[src/rtl/conv_sched_pkg.sv]
// Shared types and default parameters for the convolution layer scheduler.
package conv_sched_pkg;

  localparam int unsigned CNT_WIDTH_DEF   = 16;
  localparam int unsigned SCALE_WIDTH_DEF = 4;
  localparam int unsigned PIPE_LAT_DEF    = 4;

  typedef enum logic [2:0] {
    S_IDLE   = 3'd0,
    S_LOAD_W = 3'd1,
    S_WSET   = 3'd2,
    S_ACCUM  = 3'd3,
    S_DRAIN  = 3'd4,
    S_DONE   = 3'd5
  } state_t;

endpackage

[src/rtl/valid_delay_line.sv]
// Fixed-depth 1-bit shift register that turns pixel-final beats into MAC output strobes.
module valid_delay_line #(
  parameter int unsigned DEPTH = 4
) (
  input  logic clk,
  input  logic clear,
  input  logic valid,
  output logic strobe,
  output logic empty
);

  logic [DEPTH-1:0] stage_q;

  // empty means nothing remains in flight once this cycle's strobe has been emitted
  generate
    if (DEPTH == 1) begin : g_single
      always_ff @(posedge clk) begin
        if (clear) stage_q <= '0;
        else       stage_q <= valid;
      end
      assign empty = 1'b1;
    end else begin : g_chain
      always_ff @(posedge clk) begin
        if (clear) stage_q <= '0;
        else       stage_q <= {stage_q[DEPTH-2:0], valid};
      end
      assign empty = ~|stage_q[DEPTH-2:0];
    end
  endgenerate

  assign strobe = stage_q[DEPTH-1];

endmodule

[src/rtl/conv_layer_sched.sv]
// Convolution layer sequencer: walks oc groups, pixels and ic groups, and handshakes
// weight loads and data beats into the MAC array.
module conv_layer_sched
  import conv_sched_pkg::*;
#(
  parameter int unsigned CNT_WIDTH   = CNT_WIDTH_DEF,
  parameter int unsigned SCALE_WIDTH = SCALE_WIDTH_DEF,
  parameter int unsigned PIPE_LAT    = PIPE_LAT_DEF
) (
  input  logic                   clk,
  input  logic                   rst,
  input  logic                   cfg_start,
  input  logic [CNT_WIDTH-1:0]   cfg_ic_groups,
  input  logic [CNT_WIDTH-1:0]   cfg_pixels,
  input  logic [CNT_WIDTH-1:0]   cfg_oc_groups,
  input  logic [SCALE_WIDTH-1:0] cfg_scale,
  output logic                   busy,
  output logic                   wt_req,
  input  logic                   wt_ack,
  output logic                   mac_weight_valid,
  input  logic                   src_valid,
  output logic                   src_ready,
  output logic                   mac_data_valid,
  output logic                   mac_adder_rst,
  output logic [SCALE_WIDTH-1:0] mac_scale,
  output logic                   out_strobe,
  output logic                   done
);

  localparam logic [CNT_WIDTH-1:0] ONE = CNT_WIDTH'(1);

  state_t state_q, state_d;

  logic [CNT_WIDTH-1:0] ic_q, px_q, oc_q;
  logic [CNT_WIDTH-1:0] ic_last_q, px_last_q, oc_last_q;
  logic                 zero_layer_q;
  logic                 start_ok, beat, pixel_final, last_pixel, last_group, line_empty;

  assign start_ok    = (state_q == S_IDLE) && cfg_start;
  assign beat        = src_valid && src_ready;
  assign pixel_final = beat && (ic_q == ic_last_q);
  assign last_pixel  = (px_q == px_last_q);
  assign last_group  = zero_layer_q || (oc_q == oc_last_q);

  assign mac_data_valid = beat;
  assign mac_adder_rst  = beat && (ic_q == '0);

  // State register.
  // NOTE: sequential state uses non-blocking assignments so every register samples pre-edge values.
  always_ff @(posedge clk) begin
    if (rst) state_q <= S_IDLE;
    else     state_q <= state_d;
  end

  // A zero-count layer routes through DRAIN (with an empty delay line) so done lands at T+2
  // without ever raising wt_req.
  always_comb begin
    // NOTE: defaulting every combinational output first prevents latch inference.
    state_d = state_q;
    unique case (state_q)
      S_IDLE: begin
        if (cfg_start) begin
          state_d = ((cfg_pixels == '0) || (cfg_oc_groups == '0)) ? S_DRAIN : S_LOAD_W;
        end
      end
      S_LOAD_W: if (wt_ack) state_d = S_WSET;
      S_WSET:   state_d = S_ACCUM;
      S_ACCUM:  if (pixel_final && last_pixel) state_d = S_DRAIN;
      S_DRAIN:  if (line_empty) state_d = last_group ? S_DONE : S_LOAD_W;
      S_DONE:   state_d = S_IDLE;
      default:  state_d = S_IDLE;
    endcase
  end

  always_comb begin
    busy             = 1'b1;
    wt_req           = 1'b0;
    mac_weight_valid = 1'b0;
    src_ready        = 1'b0;
    done             = 1'b0;
    unique case (state_q)
      S_IDLE:   busy             = 1'b0;
      S_LOAD_W: wt_req           = 1'b1;
      S_WSET:   mac_weight_valid = 1'b1;
      S_ACCUM:  src_ready        = 1'b1;
      S_DONE:   done             = 1'b1;
      default:  ;
    endcase
  end

  // Layer configuration, latched as terminal counts; an ic_groups of 0 behaves as 1.
  always_ff @(posedge clk) begin
    if (rst) begin
      ic_last_q    <= '0;
      px_last_q    <= '0;
      oc_last_q    <= '0;
      zero_layer_q <= 1'b0;
      mac_scale    <= '0;
    end else if (start_ok) begin
      ic_last_q    <= (cfg_ic_groups == '0) ? '0 : cfg_ic_groups - ONE;
      px_last_q    <= cfg_pixels - ONE;
      oc_last_q    <= cfg_oc_groups - ONE;
      zero_layer_q <= (cfg_pixels == '0) || (cfg_oc_groups == '0);
      mac_scale    <= cfg_scale;
    end
  end

  always_ff @(posedge clk) begin
    if (rst) begin
      ic_q <= '0;
      px_q <= '0;
      oc_q <= '0;
    end else if (start_ok) begin
      ic_q <= '0;
      px_q <= '0;
      oc_q <= '0;
    end else if (beat) begin
      if (pixel_final) begin
        ic_q <= '0;
        px_q <= px_q + ONE;
      end else begin
        ic_q <= ic_q + ONE;
      end
    end else if ((state_q == S_DRAIN) && (state_d == S_LOAD_W)) begin
      oc_q <= oc_q + ONE;
      px_q <= '0;
    end
  end

  valid_delay_line #(
    .DEPTH (PIPE_LAT)
  ) u_delay (
    .clk    (clk),
    .clear  (rst),
    .valid  (pixel_final),
    .strobe (out_strobe),
    .empty  (line_empty)
  );

endmodule

[config.mk]
export PLATFORM = sky130hd
export DESIGN_NAME = conv_layer_sched
export DESIGN_NICKNAME = d
export VERILOG_FILES = /design/src/rtl/conv_sched_pkg.sv /design/src/rtl/valid_delay_line.sv /design/src/rtl/conv_layer_sched.sv
export SDC_FILE = /design/constraint.sdc
export NUM_CORES = 1
export LEC_CHECK = 0
export CORE_ASPECT_RATIO = 0.6
export CORE_UTILIZATION = 56
export CTS_CLUSTER_DIAMETER = 120
export DETAILED_ROUTE_END_ITERATION = 7
export PLACE_DENSITY = 0.8
export SETUP_SLACK_MARGIN = 0.15
export SKIP_CTS_REPAIR_TIMING = 1
export SYNTH_ARGS = -nofsm -noshare
export SYNTH_HDL_FRONTEND = slang
export SYNTH_SLANG_ARGS = --single-unit
[constraint.sdc]
create_clock -name clk -period 3.4 [get_ports clk]
set_input_delay 0.51 -clock clk [delete_from_list [all_inputs] [get_ports clk]]
set_output_delay 0.51 -clock clk [all_outputs]
set_load 0.01 [all_outputs]
* Yosys cells after proc, flatten, opt, wreduce, memory -nomap -nowiden
Cells that the tools add are included.
W data, S select, Z words.
** Word-level totals
- Register bits after elaboration :: 108
- Input port bits :: 57
- Output and inout port bits :: 12
- Word-level logic and storage cells :: 62
** Operators by class
- Add/subtract/negate cells :: 6
- Eq/ne operators :: 10
- Multiplexer cells :: 17
- Bitwise operators :: 1
- Reduce and logical (&&, ||, !) cells :: 18
** Operator list (count)
- $mux W16 :: 5
- $logic_not A16 Y1 :: 4
- $add A16 B1 Y16 const B :: 3
- $eq A16 B16 Y1 :: 3
- $sub A16 B1 Y16 const B :: 3
- $mux W3 :: 6
- $pmux W3 S5 :: 1
- $eq A3 B1 Y1 const B :: 2
- $eq A3 B2 Y1 const B :: 2
- $eq A3 B3 Y1 const B :: 2
- $logic_and A1 B1 Y1 :: 6
- $mux W1 :: 5
- $reduce_and A2 Y1 :: 2
- $logic_not A3 Y1 :: 1
- $reduce_or A3 Y1 :: 1
- $logic_or A1 B1 Y1 :: 2
- $ne A2 B1 Y1 const B :: 1
- $reduce_bool A2 Y1 :: 1
- $reduce_or A2 Y1 :: 1
- $not A1 Y1 :: 1

* Longest topological paths before layout
Gate-level depths: netlist of the first run.
- Depth in word-level cells :: 11
- Mapped depth :: 10
- Mapped depth without buffers :: 8

* Cells and area by module
A second synthesis of the first run with hierarchy kept.
** Unflattened totals
- Cell total of the unflattened synthesis :: 689
- Area total of the unflattened synthesis :: 5750.5 um2
** Modules (own cells, without submodules)
- conv_layer_sched :: times used 1, cells each 680, area an instance 5632.9 um2, sequential area each 2082.0 um2
- valid_delay_line :: times used 1, cells each 9, area an instance 117.6 um2, sequential area each 80.1 um2

* Worst setup path before layout of the first run
No wires, ideal clock.
- Path type :: in2reg
- Start point :: input port cfg_pixels[5]
- End point :: register px_last_q[13]
- Setup time :: 0.091 ns
- Arrival time :: 2.425 ns
- Data required time :: 3.309 ns
- Setup slack :: 0.884 ns
- Cell stages on the path :: 5
- Path buffers :: 0
- Cells stage by stage :: or4_4 or4_4 or3_4 or3_1 a311oi_1
** On the way
- Longest elaborated chain between the ends :: 1
** RTL lines
- from (decl) :: RTL line conv_layer_sched.sv:14 : input logic [CNT_WIDTH-1:0] cfg_pixels,
- $sub A16 B1 Y16 :: RTL line conv_layer_sched.sv:101 : px_last_q <= cfg_pixels - ONE;
- to (signal assigned) :: RTL line conv_layer_sched.sv:101
- to (decl) :: RTL line conv_layer_sched.sv:35 : logic [CNT_WIDTH-1:0] ic_last_q, px_last_q, oc_last_q;
Every way passes these cells.
A chain may end at the register's enable or synchronous reset.

* Worst setup path in the final report of the first run
- Start point :: input port cfg_pixels[4]
- End point :: register state_q[2]
** On the way
- Longest elaborated chain between the ends :: 5
** RTL lines
- $logic_not A16 Y1 :: RTL line conv_layer_sched.sv:63 : state_d = ((cfg_pixels == '0) || (cfg_oc_groups == '0)) ? S_DRAIN : S_LOAD_W;
- $logic_or A1 B1 Y1 :: RTL line conv_layer_sched.sv:63
- $mux W3 :: RTL line conv_layer_sched.sv:63
- $mux W3 :: RTL line conv_layer_sched.sv:62 : if (cfg_start) begin
- $pmux W3 S5 :: RTL line conv_layer_sched.sv:60 : unique case (state_q)
- to (signal assigned) :: RTL line conv_layer_sched.sv:52 : else state_q <= state_d;
- to (decl) :: RTL line conv_layer_sched.sv:32 : state_t state_q, state_d;
Every way passes these cells.

==> results of run 1 <==
-- power by group through the flow --
stage	Clock, mW	Sequential [mW]	Combinational (mW)
final	1.15	1.39	0.420
after global routing	1.20	1.40	0.461
after detailed placement	0	1.42	0.414
after floorplan	0	1.40	0.251
after CTS	1.16	1.39	0.417
after global placement	0	1.42	0.399
-- logic make-up (layout without fill, tap and decap cells) --
logic type / after synthesis / count (layout) / share of synthesized area
AO/OA/AOI/OAI: 117 / 117 / 0.143
XOR/XNOR: 110 / 110 / 0.169
adder cells (fa/ha/maj): 8 / 8 / 0.0176
buffers and inverters: 51 / 112 / 0.0336
flip-flops: 108 / 108 / 0.380
multiplexers: 4 / 4 / 0.00747
AND/OR/NAND/NOR: 286 / 286 / 0.249
-- critical path: stages --
cell and delay (ns):
clkdlybuf4s50_1 0.50, or4_4 0.58, or4_4 0.46, or3_4 0.38
o31ai_1 0.44, nand2_1 0.10, a21boi_0 0.24
-- cell usage in the layout (no fill, tap or decap), drive strengths merged, types with 8 or more instances in the layout --
cell	synthesis	layout
a2111oi	9	9
a211oi	29	29
a21o	11	11
a21oi	15	15
buf	3	9
clkbuf	28	11
clkdlybuf4s50	0	68
dfxtp	108	108
ha	8	8
inv	18	18
nand2	59	59
nand3	28	28
nor2	92	92
nor3	23	23
nor4	24	24
o21ai	22	22
or3	12	12
xnor2	54	54
xor2	56	56
-- area by class of cell --
| cell class | instances | area, um^2 |
|---|---|---|
| multi-input cells | 525 | 3340 |
| fillers | 785 | 3060 |
| flip-flops and latches | 108 | 2160 |
| repair buffers | 77 | 748 |
| clock buffers | 11 | 253 |
| well taps | 135 | 169 |
| inverters | 20 | 75.1 |
| clock inverters | 4 | 72.6 |
-- how the worst min path moves through the flow --
stage                         end  slack, ns  cells after the start
2_1_floorplan  u_delay.stage_q[3]       0.44                      1
3_3_place_gp         mac_scale[1]       0.44                      2
3_5_place_dp         mac_scale[0]       0.45                      2
4_1_cts              mac_scale[0]       0.46                      2
5_1_grt        u_delay.stage_q[2]       0.49                      1
6_report             mac_scale[0]       0.46                      2
-- routing by layer --
metal  vias up  part of all wire  global-route usage
li1       2522                 -                   -
met1      2414              0.49               0.401
met2       173              0.43               0.435
met3        18             0.064              0.0663
met4         0             0.010              0.0663
met5         -                 0                   0
-- registers in the layout, indices dropped and copies added (netlist names) --
| signal | cells |
|---|---|
| ic_last_q | 16 |
| ic_q | 16 |
| oc_last_q | 16 |
| oc_q | 16 |
| px_last_q | 16 |
| px_q | 16 |
| mac_scale | 4 |
| u_delay.stage_q | 4 |
| state_q | 3 |
| zero_layer_q | 1 |
-- through the flow --
| stage | cell area, um^2 | cells | power (mW) | setup WS [ns] | hold slack, ns |
|---|---|---|---|---|---|
| 6_report | 6820 | 880 | 2.96 | 0.457 | 0.463 |
| 5_1_grt | 6820 | 880 | 3.06 | 0.293 | 0.493 |
| 4_1_cts | 6820 | 880 | 2.97 | 0.495 | 0.465 |
| 3_5_place_dp | 6490 | 865 | 1.83 | 0.125 | 0.452 |
| 3_3_place_gp | 6490 | 865 | 1.82 | 0.170 | 0.442 |
| 2_1_floorplan | 5690 | 684 | 1.65 | 0.884 | 0.439 |
==> results by group, run 1 <==
Outcome
  • Status: finished clean

Logic synthesis
  • Synthesized Nets: roughly 750
  • Area contributors post-synth: dfxtp_1 38%, xor2_1 8.6%, xnor2_1 8.3%
  • #FFs+latches synth: between 100 and 150
  • Commonest cells post-synth: 108 x dfxtp_1, 92 x nor2_1, 59 x nand2_1, 56 x xor2_1, 54 x xnor2_1
  • Warnings from Yosys: 0
  • Post-synthesis cell count: 684
  • Mean area per synthesized cell: about 8.3 um^2
  • Synthesized area: approximately 0.0057 mm^2
  • Post-synthesis cell type count: 54
  • Top FF cell, synth: dfxtp_1
  • Post-synth ARST share: 0
  • Seq/Total Area, Yosys: 0.380
  • Count leader, synth: dfxtp_1
  • EDFF count, synth: 0
  • Leading area contributor after synthesis: dfxtp_1
  • Share of the synthesized area in the top cell type: 0.380

Drt
  • Drt wl/cell: around 16 um
  • 1st-pass router iterations: 5
  • Residual DRC count: 0
  • DRT iter0 DRCs: around 350
  • Vias: slightly above 5,000
  • Antenna-violating nets left: 0
  • Vias per cell: around 5.8
  • WL final: between 10,000 and 15,000 um

Clocking
  • Clock tree buffer depth: 2
  • Clock-pin slew on the worst setup and hold paths: roughly 0.070 ns
  • CTS H-tree lvls: 3
  • Num CTS Buffers: 9
  • Clock sink count: 108
  • CTS tree: done
  • Clk_lat worst skew: roughly 0.35 ns
  • Root Buffer: clkbuf_16

Die
  • Die height: approximately 80 um
  • Core footprint: 0.00988 mm^2
  • # IOs: between 60 and 70
  • Die Wd: ~130 um
  • Total die area: between 0.01 and 0.015 mm^2
  • Initial Util: 0.576
  • Cell Rows: 28

Finish
  • # nets final: 806
  • Layout cells sized above 1: 0.0537
  • Antenna fix cells: 0
  • Finished Core Util: 0.690
  • Area grow syn2layout: 19.8%

Timing
  • Clock skew: 0.00478 ns
  • Final Hold Violating Endpoints: 0
  • RSZ-0062 raised after global routing: no
  • Setup TNS Final: 0 ns
  • Relative slew slack: 0.519
  • F_max: 340 MHz
  • Post-route minimum period: 2.94 ns
  • Share of the cycle needed by the critical path after routing: 0.866
  • Worst slew pin tran: ~0.72 ns
  • Max-slew violations: 0
  • Final Setup Violations: 0

Critical path
  • CP Capture Point: state_q[2]
  • Worst setup path category: input port to flip-flop
  • Critical Path AT: ~3.2 ns
  • Reg2reg setup slack: about 0.68 ns
  • FF-to-FF path depth: 9
  • Critical path startpoint: cfg_pixels[4]
  • R2r startpoint: state_q[2]
  • Crit Path Max Fanout: 6
  • CP required: ~3.7 ns
  • RR Endpoint: px_q[15]
  • Worst setup EP type: flip-flop
  • Startpoint types: input port

Power
  • Clock Power Share: 0.387
  • Switching Fraction: 0.252
  • P_int: ~2.2 mW
  • Comb pwr share: 0.142
  • Pwr per Cell Area: around 430 mW/mm^2
  • Peak VDD IR: 283 uV
  • Lkg Pwr: ~2.5 nW
  • Reg power frac: 0.471
  • NetSw: 0.746 mW

Placement
  • PortBufs: around 70
  • GP Congestion: 0.876
  • DP Wirelength: ~11,000 um

Global route
  • GRT overflow: 0
  • Vias in the first global route: approximately 4,700
  • First-pass GRT wire length: about 23,000 um
  • Initial antenna violation count: 0
  • Tot GR Track Use: 0.283
  • Largest net degree at the start of global routing: 63

Worst hold path
  • Hold Crit Start: mac_scale[0]
  • Hold Crit Class: flip-flop to flip-flop

Job
  • MaxCap Viol Count: 0
(Power assumes the default switching activity.)
==> inputs of run 2 (changes only) <==
Settings changed: RECOVER_POWER from default to 50.
==> results by group, run 2 (same netlist as run 1, synthesis figures left out) <==
Finish
  • Final Cell Area: 0.00681 mm^2 (was 0.00682 mm^2)
  • Leading cell type in the layout, fill and taps excluded: dfxtp_1 (unchanged)
  • Area grow syn2layout: 19.6% (was 19.8%)
  • Antenna fix cells: 0 (unchanged)
  • # nets final: 806 (unchanged)
  • Layout cells sized above 1: 0.0497 (was 0.0537)
  • Commonest cells after routing, fill and taps aside: 108 x dfxtp_1, 92 x nor2_1, 59 x nand2_1 (was 108 x dfxtp_1, 92 x nor2_1, 68 x clkdlybuf4s50_1)

Global route
  • Global routing usage on met1: 0.401 (unchanged)
  • GRT overflow: 0 (unchanged)
  • First-pass GRT wire length: 23,500 um (unchanged)
  • GR peak layer: met2 (unchanged)
  • Largest net degree at the start of global routing: 63 (unchanged)
  • Vias in the first global route: 4,739 (unchanged)
  • Initial antenna violation count: 0 (unchanged)
  • M3 GR Usage: 0.0663 (unchanged)
  • Met2 GRT Util: 0.435 (unchanged)
  • Tot GR Track Use: 0.283 (unchanged)

Drt
  • Residual DRC count: 0 (unchanged)
  • Drt wl/cell: 16.5 um (about the same)
  • Antenna-violating nets left: 0 (unchanged)
  • 1st-pass router iterations: 6 (was 5)
  • DRT iter0 DRCs: 354 (was 347)
  • Vias per cell: 5.86 (was 5.83)
  • WL final: 14,600 um (was 14,500 um)
  • Vias: 5,160 (was 5,127)

Timing
  • Clock skew: 0.00677 ns (was 0.00478 ns)
  • F_max: 339 MHz (was 340 MHz)
  • RSZ-0062 raised after global routing: no (unchanged)
  • Final Setup Violations: 0 (unchanged)
  • Share of the cycle needed by the critical path after routing: 0.867 (was 0.866)
  • Max-slew violations: 39 (was 0)
  • Post-route minimum period: 2.95 ns (was 2.94 ns)
  • Worst slew pin tran: 1.77 ns (was 0.715 ns)
  • Setup TNS Final: 0 ns (unchanged)
  • Final Hold Violating Endpoints: 0 (unchanged)
  • Relative slew slack: -0.183 (was 0.519)

Critical path
  • Bufs and invs on worst path: 1 (unchanged)
  • Kind of cell adding the most delay to the critical path: simple AND/OR/NAND/NOR gates (unchanged)
  • Critical Path AT: 3.21 ns (was 3.20 ns)
  • Worst setup path category: input port to flip-flop (unchanged)
  • Most used cell, CP: or4_4 (unchanged)
  • CP required: 3.66 ns (about the same)
  • Slowest CP cell: or4_4 (unchanged)
  • Cell breakdown of the critical path: clkdlybuf4s50_1 > or4_4 > or4_4 > or3_4 > o31ai_1 > nand2_1 > a21boi_0 (unchanged)
  • Worst setup EP type: flip-flop (unchanged)
  • Largest stage delay, worst path: 0.58 ns (about the same)
  • Crit Path Max Fanout: 6 (unchanged)
  • Reg2reg setup slack: 0.71 ns (was 0.68 ns)
  • Startpoint types: input port (unchanged)

Worst hold path
  • Hold Crit Class: flip-flop to flip-flop (unchanged)

Power
  • P_int: 2.21 mW (about the same)
  • Peak VDD IR: 285 uV (was 283 uV)
  • NetSw: 0.746 mW (about the same)
  • Pwr per Cell Area: 434 mW/mm^2 (about the same)
  • Comb pwr share: 0.140 (was 0.142)
  • Reg power frac: 0.472 (was 0.471)
  • Clock Power Share: 0.388 (was 0.387)
  • Switching Fraction: 0.253 (was 0.252)
  • Lkg Pwr: 2.53 nW (was 2.51 nW)

Clocking
  • Root Buffer: clkbuf_16 (unchanged)
  • CTS H-tree lvls: 3 (unchanged)
  • Clock tree buffer depth: 2 (unchanged)
  • CTS tree: done (unchanged)
  • Clock sink count: 108 (unchanged)
  • Clk_lat worst skew: 0.36 ns (was 0.35 ns)
  • Clock-pin slew on the worst setup and hold paths: 0.07 ns (about the same)
  • Num CTS Buffers: 9 (unchanged)

Outcome
  • Failing checks: capacitance limit, slew limit
  • Status: complete, but fails checks (was finished clean)

Placement
  • Area after DPL: 0.00649 mm^2 (unchanged)
  • DP Wirelength: 11,000 um (unchanged)
  • GP Congestion: 0.876 (unchanged)
  • PortBufs: 68 (unchanged)

Die
  • Cell Rows: 28 (unchanged)
  • Die Wd: 132 um (unchanged)
  • Total die area: 0.0106 mm^2 (unchanged)
  • Die height: 80.1 um (unchanged)
  • Initial Util: 0.576 (unchanged)
  • Core footprint: 0.00988 mm^2 (unchanged)
  • # IOs: 69 (unchanged)

Job
  • MaxCap Viol Count: 1 (was 0)
[run 2: cell count changes in the layout (fill, tap and decap cells not counted)]
cell             before  now
dlygate4sd3_1         0   12
o21ai_1               1    0
buf_4                 9    6
clkbuf_1              0    3
o21ai_0              21   22
clkdlybuf4s50_1      68   56
[run 2: power groups by stage]
stage,logic (mW),registers [mW],clock network (mW)
5_1_grt,0.455,1.40,1.20
6_report,0.414,1.39,1.15
3_5_place_dp,0.414,1.42,0
4_1_cts,0.417,1.39,1.16
2_1_floorplan,0.251,1.40,0
3_3_place_gp,0.399,1.42,0
[run 2: final cells by class]
| class | instances | area, um^2 |
|---|---|---|
| well taps | 135 | 169 |
| flip-flops and latches | 108 | 2160 |
| multi-input cells | 525 | 3340 |
| fillers | 789 | 3070 |
| repair buffers | 77 | 737 |
| clock buffers | 11 | 253 |
| inverters | 20 | 75.1 |
| clock inverters | 4 | 72.6 |
[run 2: per-layer routing]
layer	share of wire	vias up
met2	0.43	167
met5	0	-
li1	-	2527
met3	0.060	20
met4	0.011	0
met1	0.50	2446
[run 2: final timing paths]
check        cells past startpoint           from           end
max                              7  cfg_pixels[4]    state_q[2]
min                              2   mac_scale[0]  mac_scale[0]
max reg2reg                      9     state_q[2]      px_q[15]
min reg2reg                      2   mac_scale[0]  mac_scale[0]
[run 2: worst register-to-register path: stages, from the launching register on]
cell and delay, ns:
dfxtp_1 0.48, and3b_1 0.27, nand2_1 0.13, clkinv_1 0.28, nand3_1 0.25, or3_1 0.13
buf_4 0.22, clkinv_1 0.32, and2_1 0.25, mux2_2 0.26
[run 2: per-stage QoR]
stage               hold WS [ns]   util  total power, mW  setup slack, ns  instances
floorplan                  0.439      -             1.65            0.884        684
global placement           0.442  0.657             1.82            0.170        865
detailed placement         0.452  0.657             1.83            0.125        865
CTS                        0.465  0.690             2.97            0.495        880
global route               0.493  0.689             3.06            0.293        880
finish                     0.460  0.689             2.95            0.453        880
